### config.mk
export PLATFORM = sky130hd
export DESIGN_NAME = cla_pipe_addsub
export DESIGN_NICKNAME = d
export VERILOG_FILES = /design/src/rtl/cla_pipe_addsub.sv
export SDC_FILE = /design/constraint.sdc
export NUM_CORES = 1
export LEC_CHECK = 0
export BUFFER_PORTS_ARGS = -buffer_cell sky130_fd_sc_hd__buf_2
export CORE_AREA = 2 2 127 129
export DETAILED_ROUTE_END_ITERATION = 10
export DIE_AREA = 0 0 129 131
export GPL_ROUTABILITY_DRIVEN = 1
export PLACE_DENSITY_LB_ADDON = 0.08
export SLEW_MARGIN = 20
export SYNTH_ARGS = -nofsm -noshare
export SYNTH_HDL_FRONTEND = slang
export SYNTH_SLANG_ARGS = --single-unit
### constraint.sdc
create_clock -name clk -period 3.04 [get_ports clk]
set_clock_uncertainty 0.2 [all_clocks]
set_input_delay 0.152 -clock clk [delete_from_list [all_inputs] [get_ports clk]]
set_output_delay 0.152 -clock clk [all_outputs]
set_load 0.02 [all_outputs]
### src/rtl/cla_pipe_addsub.sv
// cla_pipe_addsub: pipelined carry-lookahead adder/subtractor.
// The operands are split into STAGES segments of SEG = WIDTH/STAGES bits.
// Stage k adds segment k using 4-bit lookahead groups, with lookahead across
// the groups, and passes its carry to stage k+1. A valid/ready handshake
// accepts one operation per cycle, and each result appears STAGES cycles
// after its operands are accepted.
//
// Ports:
//   clk, rst             clock and synchronous active-high reset
//   in_valid / in_ready  operand handshake (in_ready = !out_valid || out_ready)
//   x, y, cin, sub       operands; sub=1 computes x + ~y + cin
//   out_valid / out_ready  result handshake
//   sum, cout, ovf, zero   registered result and status flags
module cla_pipe_addsub #(
  parameter int unsigned WIDTH  = 32,
  parameter int unsigned STAGES = 4
) (
  input  logic             clk,
  input  logic             rst,
  input  logic             in_valid,
  output logic             in_ready,
  input  logic [WIDTH-1:0] x,
  input  logic [WIDTH-1:0] y,
  input  logic             cin,
  input  logic             sub,
  output logic             out_valid,
  input  logic             out_ready,
  output logic [WIDTH-1:0] sum,
  output logic             cout,
  output logic             ovf,
  output logic             zero
);

  localparam int unsigned SEG = WIDTH / STAGES;
  localparam int unsigned NG  = SEG / 4;

  // Returns all the carries of one segment. Bit c[i] is the carry into bit i,
  // and c[SEG] is the carry out of the segment.
  function automatic logic [SEG:0] cla_carries(input logic [SEG-1:0] a,
                                               input logic [SEG-1:0] b,
                                               input logic           c0);
    logic [SEG-1:0] g, p;
    logic [NG-1:0]  gg, gp;
    logic [NG:0]    gc;
    logic [SEG:0]   c;
    logic           t;
    g = a & b;
    p = a ^ b;
    for (int j = 0; j < int'(NG); j++) begin
      gg[j] = g[4*j+3] | (p[4*j+3] & g[4*j+2]) | (p[4*j+3] & p[4*j+2] & g[4*j+1]) |
              (p[4*j+3] & p[4*j+2] & p[4*j+1] & g[4*j]);
      gp[j] = &p[4*j +: 4];
    end
    // Each group carry is a flat sum of products of the lower groups' G/P terms.
    for (int j = 0; j <= int'(NG); j++) begin
      gc[j] = c0;
      for (int m = 0; m < j; m++) gc[j] = gc[j] & gp[m];
      for (int i = 0; i < j; i++) begin
        t = gg[i];
        for (int m = i + 1; m < j; m++) t = t & gp[m];
        gc[j] = gc[j] | t;
      end
    end
    // Carries inside each group are expanded from the group's carry-in.
    for (int j = 0; j < int'(NG); j++) begin
      c[4*j]   = gc[j];
      c[4*j+1] = g[4*j] | (p[4*j] & gc[j]);
      c[4*j+2] = g[4*j+1] | (p[4*j+1] & g[4*j]) | (p[4*j+1] & p[4*j] & gc[j]);
      c[4*j+3] = g[4*j+2] | (p[4*j+2] & g[4*j+1]) | (p[4*j+2] & p[4*j+1] & g[4*j]) |
                 (p[4*j+2] & p[4*j+1] & p[4*j] & gc[j]);
    end
    c[SEG] = gc[NG];
    return c;
  endfunction

  logic             adv_c;
  logic [WIDTH-1:0] yin_c;

  // The whole pipeline advances together, or it holds as a whole.
  assign adv_c    = !out_valid || out_ready;
  assign in_ready = adv_c;
  assign yin_c    = sub ? ~y : y;

  for (genvar k = 0; k < int'(STAGES); k++) begin : g_stg
    localparam int unsigned SW = (k + 1) * SEG;

    logic [SEG-1:0] a_c, b_c, ss_c;
    logic           ci_c, vi_c;
    logic [SEG:0]   cy_c;
    logic [SW-1:0]  sn_c;
    logic           v_q;
    logic [SW-1:0]  s_q;

    // Stage inputs: the accepted operands, or the predecessor stage's skew registers.
    if (k == 0) begin : g_src
      assign a_c  = x[SEG-1:0];
      assign b_c  = yin_c[SEG-1:0];
      assign ci_c = cin;
      assign vi_c = in_valid;
      assign sn_c = ss_c;
    end else begin : g_src
      assign a_c  = g_stg[k-1].g_mid.xr_q[SEG-1:0];
      assign b_c  = g_stg[k-1].g_mid.yr_q[SEG-1:0];
      assign ci_c = g_stg[k-1].g_mid.c_q;
      assign vi_c = g_stg[k-1].v_q;
      assign sn_c = {ss_c, g_stg[k-1].s_q};
    end

    assign cy_c = cla_carries(a_c, b_c, ci_c);
    assign ss_c = a_c ^ b_c ^ cy_c[SEG-1:0];

    // Valid bit and the sum bits computed so far.
    always_ff @(posedge clk) begin
      if (rst) begin
        v_q <= 1'b0;
        s_q <= '0;
      end else if (adv_c) begin
        v_q <= vi_c;
        s_q <= sn_c;
      end
    end

    if (k < int'(STAGES) - 1) begin : g_mid
      localparam int unsigned RW = WIDTH - SW;
      logic [RW-1:0] xn_c, yn_c, xr_q, yr_q;
      logic          c_q;

      // Upper operand segments that later stages have not consumed yet.
      if (k == 0) begin : g_skew
        assign xn_c = x[WIDTH-1:SEG];
        assign yn_c = yin_c[WIDTH-1:SEG];
      end else begin : g_skew
        assign xn_c = g_stg[k-1].g_mid.xr_q[WIDTH-k*SEG-1:SEG];
        assign yn_c = g_stg[k-1].g_mid.yr_q[WIDTH-k*SEG-1:SEG];
      end

      always_ff @(posedge clk) begin
        if (rst) begin
          xr_q <= '0;
          yr_q <= '0;
          c_q  <= 1'b0;
        end else if (adv_c) begin
          xr_q <= xn_c;
          yr_q <= yn_c;
          c_q  <= cy_c[SEG];
        end
      end
    end else begin : g_last
      logic cout_q, ovf_q, zero_q;

      // Flags come from the MSB carries and the full sum.
      always_ff @(posedge clk) begin
        if (rst) begin
          cout_q <= 1'b0;
          ovf_q  <= 1'b0;
          zero_q <= 1'b0;
        end else if (adv_c) begin
          cout_q <= cy_c[SEG];
          ovf_q  <= cy_c[SEG] ^ cy_c[SEG-1];
          zero_q <= ~|sn_c;
        end
      end
    end
  end

  assign out_valid = g_stg[STAGES-1].v_q;
  assign sum       = g_stg[STAGES-1].s_q;
  assign cout      = g_stg[STAGES-1].g_last.cout_q;
  assign ovf       = g_stg[STAGES-1].g_last.ovf_q;
  assign zero      = g_stg[STAGES-1].g_last.zero_q;

endmodule

Word-level counts from Yosys, hierarchy flattened

Cells that the tools add are included.
W data, S select, Z words.

Reductions and logical operators: 12
Bitwise operators: 222
Muxes and demuxes: 1

Operator list:

| cell               | count |
|---|---|
| $and A1 B1 Y1      | 124 |
| $or A1 B1 Y1       | 84 |
| $xor A8 B8 Y8      | 8 |
| $and A8 B8 Y8      | 4 |
| $mux W32           | 1 |
| $not A32 Y32       | 1 |
| $reduce_and A4 Y1  | 8 |
| $reduce_or A32 Y1  | 1 |
| $logic_not A1 Y1   | 2 |
| $logic_or A1 B1 Y1 | 1 |
| $xor A1 B1 Y1      | 1 |

Word-level logic and storage cells: 255
Register bits after elaboration: 186

Depth between registers and ports, before layout

Gate-level depths: netlist (run 1).

Word-level depth: 11
Depth in mapped cells: 12
Depth with buffers taken out: 11

Worst setup path before layout (run 1)

Ideal clock, no wire load.

Path kind: register to register
From: register g_stg[2].g_mid.xr_q[2]
To: register g_stg[3].g_last.zero_q (netlist: zero)
Cell stages (with the launch flop): 12
Setup slack: 0.024 ns
Arrival time: 2.746 ns
Cells stage by stage: dfxtp_1 ha_1 a21o_2 a2bb2oi_2 or2b_1 fa_1 nor4_1 nand4_1 nor2_1 nand4_1 or4b_1 a21oi_1

RTL lines:

| element                                               | line   | RTL |
|---|---|---|
| start: declaration                                    | 125    | `logic [RW-1:0] xn_c, yn_c, xr_q, yr_q;` |
| start signal: assignment                              | 143    | `xr_q <= xn_c;` |
| $and A8 B8 Y8 / $xor A8 B8 Y8 (equally long branches) | 47, 48 |  |
| $and A1 B1 Y1 (on tied branches)                      | 50, 51 |  |
| $or A1 B1 Y1, or another cell as far along            | 50     | `gg[j] = g[4*j+3] \| (p[4*j+3] & g[4*j+2]) \| (p[4*j+3] & p[4*j+2] & g[4*j+1]) \|` |
| $or A1 B1 Y1 / $and A1 B1 Y1 (equally long branches)  | 50, 51 |  |
| $or A1 B1 Y1                                          | 50     |  |
| $or A1 B1 Y1 (*)                                      | 61     | `gc[j] = gc[j] \| t;` |
| $xor A8 B8 Y8 (*)                                     | 110    | `assign ss_c = a_c ^ b_c ^ cy_c[SEG-1:0];` |
| net g_stg[3].ss_c[4]                                  | 87     | `logic [SEG-1:0] a_c, b_c, ss_c;` |
| $reduce_or A32 Y1 (*)                                 | 160    | `zero_q <= ~\|sn_c;` |
| $logic_not A1 Y1 (*)                                  | 160    |  |
| end signal: assignment                                | 160    |  |
| end: declaration                                      | 149    | `logic cout_q, ovf_q, zero_q;` |

Mark *: on every way through the listed nets, which the timed path passes. The rest lies on a longest branch.
A chain may end at the register's enable or synchronous reset.

Worst setup path after layout (run 1)

From: register g_stg[2].g_mid.yr_q[2]
To: register g_stg[3].g_last.zero_q (netlist: zero)

RTL lines:

| element                                               | line   | RTL |
|---|---|---|
| start: declaration                                    | 125    |  |
| start signal: assignment                              | 144    | `yr_q <= yn_c;` |
| $and A8 B8 Y8 / $xor A8 B8 Y8 (equally long branches) | 47, 48 |  |
| $and A1 B1 Y1 (on tied branches)                      | 50, 51 |  |
| $or A1 B1 Y1, or another cell as far along            | 50     |  |
| $or A1 B1 Y1 / $and A1 B1 Y1 (equally long branches)  | 50, 51 |  |
| $or A1 B1 Y1                                          | 50     |  |
| $or A1 B1 Y1 (*)                                      | 61     |  |
| $xor A8 B8 Y8 (*)                                     | 110    |  |
| net g_stg[3].ss_c[4]                                  | 87     |  |
| $reduce_or A32 Y1 (*)                                 | 160    |  |
| $logic_not A1 Y1 (*)                                  | 160    |  |

Marks and branches as above.

==> results by group, run 1 <==
Placed design
  • Placed cell area: 0.00857 mm^2
  • I/O Buffers: about 110
  • Post-place setup slack: -0.0985 ns
  • Gp weighted congestion: 0.769
  • HPWL after DPL: around 10000 um

Logic synthesis
  • Ys Warns: 0
  • Synth Instances: ~960
  • Sequential area share after synthesis: 47.3%
  • Yosys reg bits: between 150 and 200
  • Syn Std Cell Area: 0.00788 mm^2
  • Synth Area in XOR/XNOR: roughly 4.8%
  • Post-Syn Area per Cell: about 8.2 um^2
  • Synth top area cells: dfxtp_1 47%, nand2_1 14%, a21oi_1 9.6%
  • Post-synthesis mux area share: less than 1%
  • Largest family of logic cells by synthesized area: simple AND/OR/NAND/NOR gates
  • Simple-gate portion of the synthesized area: between 20% and 30%
  • Post-synthesis cell type count: 39
  • Synth Area in Adders: a little over 7%
  • Syn_nets: approximately 1100
  • Share of the synthesized area in the top cell type: 47.3%
  • Synth Area in Compound Gates: 16.1%
  • Area leader, netlist: dfxtp_1

CTS
  • TritonCTS clock tree: done
  • CTS Buffer Depth: 2
  • Root Buffer: clkbuf_16
  • Skew-Pair Late Insertion Delay: about 0.43 ns
  • Htree depth: 4
  • CTS clock-pin slew for the worst setup and hold paths: 0.07 ns
  • Number of buffers created by CTS: 17
  • Clk sink count: 186

Worst setup path
  • Cell-by-cell trace of the critical path: ha_4 -> a21o_2 -> a2bb2oi_2 -> or2b_1 -> fa_1 -> nor4_2 -> nand4_1 -> nor2_1 -> nand4_1 -> or4b_1 -> a21oi_1
  • R2R cell count: 11
  • Reg-to-reg slack, setup: 0.03 ns
  • Max incr delay on CP: 0.48 ns
  • CP bufs+invs: 0
  • WP data arrival: around 3.2 ns
  • Crit path launch type: flop
  • Kind of end point of the critical path: flop
  • Worst Path Class, Setup: flop to flop
  • Critical Path Fanout Max: 3
  • Worst flop-to-flop path endpoint: zero
  • Slowest CP cell: or4b_1
  • Crit-path most repeated cell: nand4_1
  • Largest delay share family, worst path: simple AND/OR/NAND/NOR gates
  • WP data required: 3.20 ns
  • Reg2reg start: g_stg[2].g_mid.yr_q[2]

Timing
  • Fmax achieved: ~330 MHz
  • Hold Vio Cnt, Final: 0
  • TNS Setup: 0 ns
  • Period utilisation layout: 98.9%
  • Setup-failing EPs final: 0
  • Final min period: around 3.0 ns
  • Slew Limit Headroom: a little under half
  • Final Max Tran Viols: 0
  • Slew @ Worst Pin: ~0.81 ns
  • Worst hold slack: roughly 0.0017 ns
  • RSZ-0062 raised after global routing: yes
  • Final WS setup: ~0.034 ns

Worst hold path
  • Hold Startpoint: cin
  • Hold EP: g_stg[0].s_q[0]
  • Tightest Hold Check Type: primary input to flop
  • Hold path cells: 4

Route
  • Residual DRC: 0
  • ANT nets after route: 0
  • First-pass DRT Iterations: 4
  • Wire per inst: 12.7 um
  • Total number of vias: roughly 6500
  • Initial DRC Count: about 420
  • Via density: a little under 5
  • Final WL: ~17000 um

Power
  • Power Density: 560 mW/mm^2
  • Peak VDD IR: roughly 440 uV
  • Leakage power: between 4 and 5 nW

Final layout
  • Share of layout cells above drive strength 1: between 10% and 20%
  • Final instance area: slightly below 0.01 mm^2
  • Ant. Diodes: 0
  • Area added between synthesis and finish: 23.8%
  • Final net count: 1201
  • Final cell utilization of the core: between 60 and 70%

GRT
  • Largest net degree at the start of global routing: between 150 and 200
  • Total gr overflow: 0
  • First-pass GRT wire length: about 27000 um
  • Vias in the first global route: 5758
  • Global Route Usage Sum: about a fifth
  • Initial antenna violation count: 0

Run status
  • Status: complete, no violations

Floorplan
  • Ports: 107
  • Die Wd: approximately 130 um
  • Die Ht: 131 um
  • Core area: 0.0156 mm^2
  • Row count: 46
  • Die area: about 0.017 mm^2
  • Initial Util: between 50 and 60%

Run
  • Max_cap viols: 0
[worst register-to-register path, delay by kind of cell, from the launching register on]
kind	cells	cell delay [ns]
fa+ha+maj	2	0.71
simple gates	6	1.20
flops	1	0.34
compound gates	3	0.48
[report_power, final]
part | switching (mW) | total (mW) | internal (mW)
Clock | 0.967 | 2.12 | 1.16
Sequential | 0.0952 | 2.69 | 2.60
Combinational | 0.331 | 0.644 | 0.314
Total | 1.39 | 5.46 | 4.07
[cell usage in the layout, fill, tap and decap left out, drive strengths merged, types with 10 or more instances in the layout]
cell type and n:
inv 16, xor2 10, a21oi 151, ha 32
clkbuf 19, nand2 289, dfxtp 186, buf 118
nor2 56, a211oi 39, dlygate4sd3 58, xnor2 33
[metal layers]
layer,vias up,routed length (um),GRT usage (%)
li1,3464,-,-
met1,2938,8820,28.2
met2,105,7090,29.9
met3,19,575,4.64
met4,0,221,6.14
met5,-,0,0
[per-stage QoR]
stage / cells / power (mW)
2_1_floorplan: 964 / 3.15
3_3_place_gp: 1230 / 3.32
3_5_place_dp: 1230 / 3.33
4_1_cts: 1320 / 5.51
5_1_grt: 1320 / 5.70
6_report: 1320 / 5.46
[worst max-delay path by stage]
| stage | startpoint | endpoint | slack (ns) | depth (start not counted) |
|---|---|---|---|---|
| after floorplan | g_stg[2].g_mid.xr_q[2] | zero | 0.02 | 11 |
| after global placement | g_stg[2].g_mid.xr_q[0] | zero | -0.02 | 11 |
| after detailed placement | g_stg[2].g_mid.xr_q[0] | zero | -0.1 | 11 |
| after CTS | g_stg[2].g_mid.xr_q[0] | zero | 0.00008 | 11 |
| after global routing | g_stg[2].g_mid.xr_q[0] | zero | -0.07 | 11 |
| final | g_stg[2].g_mid.yr_q[2] | zero | 0.03 | 11 |
[flip-flops by register name, indices dropped and copies added (netlist names)]
signal and count:
g_stg.g_mid.xr_q 48, out_valid 1, g_stg.v_q 3, g_stg.g_mid.yr_q 48, g_stg.s_q 48, cout 1
ovf 1, g_stg.g_mid.c_q 3, zero 1, sum 32
[cell families (layout without fill, tap and decap cells)]
kind of cell / after synthesis / in the layout
and+or+nand+nor: 392 / 392
AOI/OAI and AO/OA: 216 / 216
DFF: 186 / 186
buffers and inverters: 83 / 223
xor gates and xnor gates: 43 / 43
adders and majority gates: 40 / 40
muxes: 4 / 4
[area by class of cell]
| cell class | count | area, um^2 |
|---|---|---|
| clock inverter | 13 | 123 |
| tap | 216 | 270 |
| inverter | 15 | 61.3 |
| fill | 1433 | 5840 |
| sequential | 186 | 3730 |
| timing repair buffer | 176 | 1260 |
| clock buffer | 19 | 443 |
| multi-input combinational | 695 | 3880 |
[repair_timing]
action                     CTS  global route
pin swaps                    2             2
hold buffers                58             0
setup endpoints to repair    1             1
hold endpoints to repair    67             0
resized for setup            4             2
setup buffers                0             0
[synth_stat cells]
cell type / number
a2bb2oi_2: 1
and2_1: 2
xor2_1: 10
or2b_1: 1
a2111oi_4: 1
xnor2_1: 33
o21ai_0: 5
nor3_1: 9
fa_1: 8
nor2_1: 56
a211oi_1: 38
inv_1: 15
a21oi_1: 151
nand4_1: 3
nand2b_1: 6
buf_1: 3
ha_1: 32
nor2b_1: 1
or2_2: 2
mux2i_1: 4
clkbuf_1: 56
a211o_1: 3
buf_2: 9
a211oi_2: 1
nor3b_1: 6
o21bai_1: 1
a21o_1: 5
a31oi_1: 3
a21o_2: 1
dfxtp_1: 186
o21a_1: 2
nor4_1: 9
o211ai_1: 1
nand2_1: 289
nand3b_1: 3
o2111ai_1: 2
a21boi_0: 1
or4b_1: 1
nand3_1: 4
Note: power is estimated with default switching activity, not from simulation.
==> run 2, diff against run 1 <==
Settings changed: GPL_TIMING_DRIVEN set to 0.
==> results by group, run 2 (synthesis gave the netlist of run 1 again) <==
Run status
  • Status: finished with violations
  • Failing checks: setup timing

Worst setup path
  • WP data required: ~3.2 ns
  • Kind of end point of the critical path: flop
  • R2R cell count: 11
  • Worst Path Class, Setup: flop to flop
  • Critical Path Fanout Max: 4
  • Crit path launch type: flop
  • WP data arrival: ~3.3 ns

Route
  • Residual DRC: 0
  • Via density: 5.08
  • ANT nets after route: 0
  • Wire per inst: 15.4 um
  • First-pass DRT Iterations: 4
  • Final WL: 21100 um
  • Total number of vias: 6970
  • Initial DRC Count: about 370

CTS
  • TritonCTS clock tree: done
  • Clk sink count: ~190
  • CTS clock-pin slew for the worst setup and hold paths: ~0.070 ns
  • Htree depth: 4
  • Root Buffer: clkbuf_16
  • CTS Buffer Depth: 2
  • Number of buffers created by CTS: 17
  • Skew-Pair Late Insertion Delay: approximately 0.43 ns

Final layout
  • Commonest non-fill, non-tap cell in the layout: nand2_1
  • Final net count: around 1300
  • Share of layout cells above drive strength 1: about 14%
  • Ant. Diodes: 0
  • Largest registers: g_stg.g_mid.xr_q x48, g_stg.g_mid.yr_q x48, g_stg.s_q x48
  • Commonest cells after routing, fill and taps aside: 289 x nand2_1, 182 x dfxtp_1, 150 x a21oi_1
  • Area added between synthesis and finish: 25.5%
  • FILL cells: approximately 1400
  • Final cell utilization of the core: a little under two thirds

Floorplan
  • Initial Util: between 50% and 60%
  • Core area: approximately 0.016 mm^2
  • Ports: approximately 110
  • Row count: between 40 and 50
  • Die area: ~0.017 mm^2
  • Die Ht: between 100 and 150 um
  • Die Wd: between 100 and 150 um

Power
  • Peak VDD IR: 404 uV
  • Leakage power: 4.12 nW
  • Design Power: between 5 and 6 mW
  • Power Density: 569 mW/mm^2

Timing
  • Period utilisation layout: 104%
  • Slew @ Worst Pin: about 0.74 ns
  • Slew Limit Headroom: 50.9%
  • Final min period: roughly 3.2 ns
  • Final Max Tran Viols: 0
  • Final WS setup: -0.122 ns
  • RSZ-0062 raised after global routing: yes
  • Hold Vio Cnt, Final: 0
  • Setup-failing EPs final: 1
  • Fmax achieved: roughly 320 MHz

Placed design
  • I/O Buffers: between 100 and 150
  • Gp weighted congestion: roughly 0.85
  • Post-place setup slack: -0.427 ns
  • HPWL after DPL: around 15000 um

GRT
  • Total gr overflow: 0
  • Initial antenna violation count: 0
  • Global Route Usage Sum: about 25%
  • Vias in the first global route: 6411
  • Largest net degree at the start of global routing: 18
  • First-pass GRT wire length: ~33000 um

Run
  • Max_cap viols: 0

Worst hold path
  • Hold path cells: 4
  • Tightest Hold Check Type: primary input to flop
==> run 2: final timing paths <==
path                     end  slack, ns                   start
max                     zero      -0.12  g_stg[2].g_mid.xr_q[2]
min          g_stg[0].s_q[4]       0.02                    x[4]
max reg2reg             zero      -0.12  g_stg[2].g_mid.xr_q[2]
min reg2reg          sum[17]       0.25                 sum[17]
==> run 2: critical path: stages (launching register included) <==
cell	delay, ns
dfxtp_2	0.34
ha_4	0.25
a21o_2	0.22
a2bb2oi_2	0.15
or2b_1	0.26
fa_1	0.49
nor4_1	0.19
nand4_1	0.12
nor2_1	0.16
nand4_1	0.11
or4b_1	0.48
a21oi_1	0.13
==> run 2: layout make-up <==
class	count	area, um^2	share of cell area (%)
repair buffers	159	1070	10.8
clock buffers	18	439	4.44
multi-input cells	695	3890	39.4
well taps	216	270	2.73
flip-flops and latches	186	3730	37.7
inverters	15	56.3	0.569
clock inverters	14	160	1.62
plain buffers	68	274	2.77
==> run 2: metrics by stage <==
step	hold WS, ns	cell area [um^2]	instances	TNS, ns
detailed placement	0.202	8670	1284	-1.58
global placement	0.198	8670	1284	-1.55
global route	0.0383	9890	1371	-0.246
CTS	0.00322	9860	1371	-0.0878
floorplan	0.0925	7880	964	0
finish	0.0173	9890	1371	-0.122
==> run 2: routing by layer <==
layer / global-route usage [%] / share of wire [%]
met2: 42.4 / 47
met4: 6.27 / 0.94
met1: 34.8 / 49
met3: 3.87 / 3.8
met5: 0 / 0
==> run 2: repair_timing <==
item	4_1_cts	5_1_grt
hold buffers	53	0
resized for setup	9	3
pin swaps	2	0
gates cloned	0	0
setup buffers	2	0
endpoints found under the setup margin	2	1
endpoints found under the hold margin	51	0
==> run 2: report_power, final <==
part	leakage [nW]	switching, mW	internal (mW)
combinational	2.30	0.359	0.314
sequential	1.53	0.101	2.60
clock	0.286	1.01	1.25
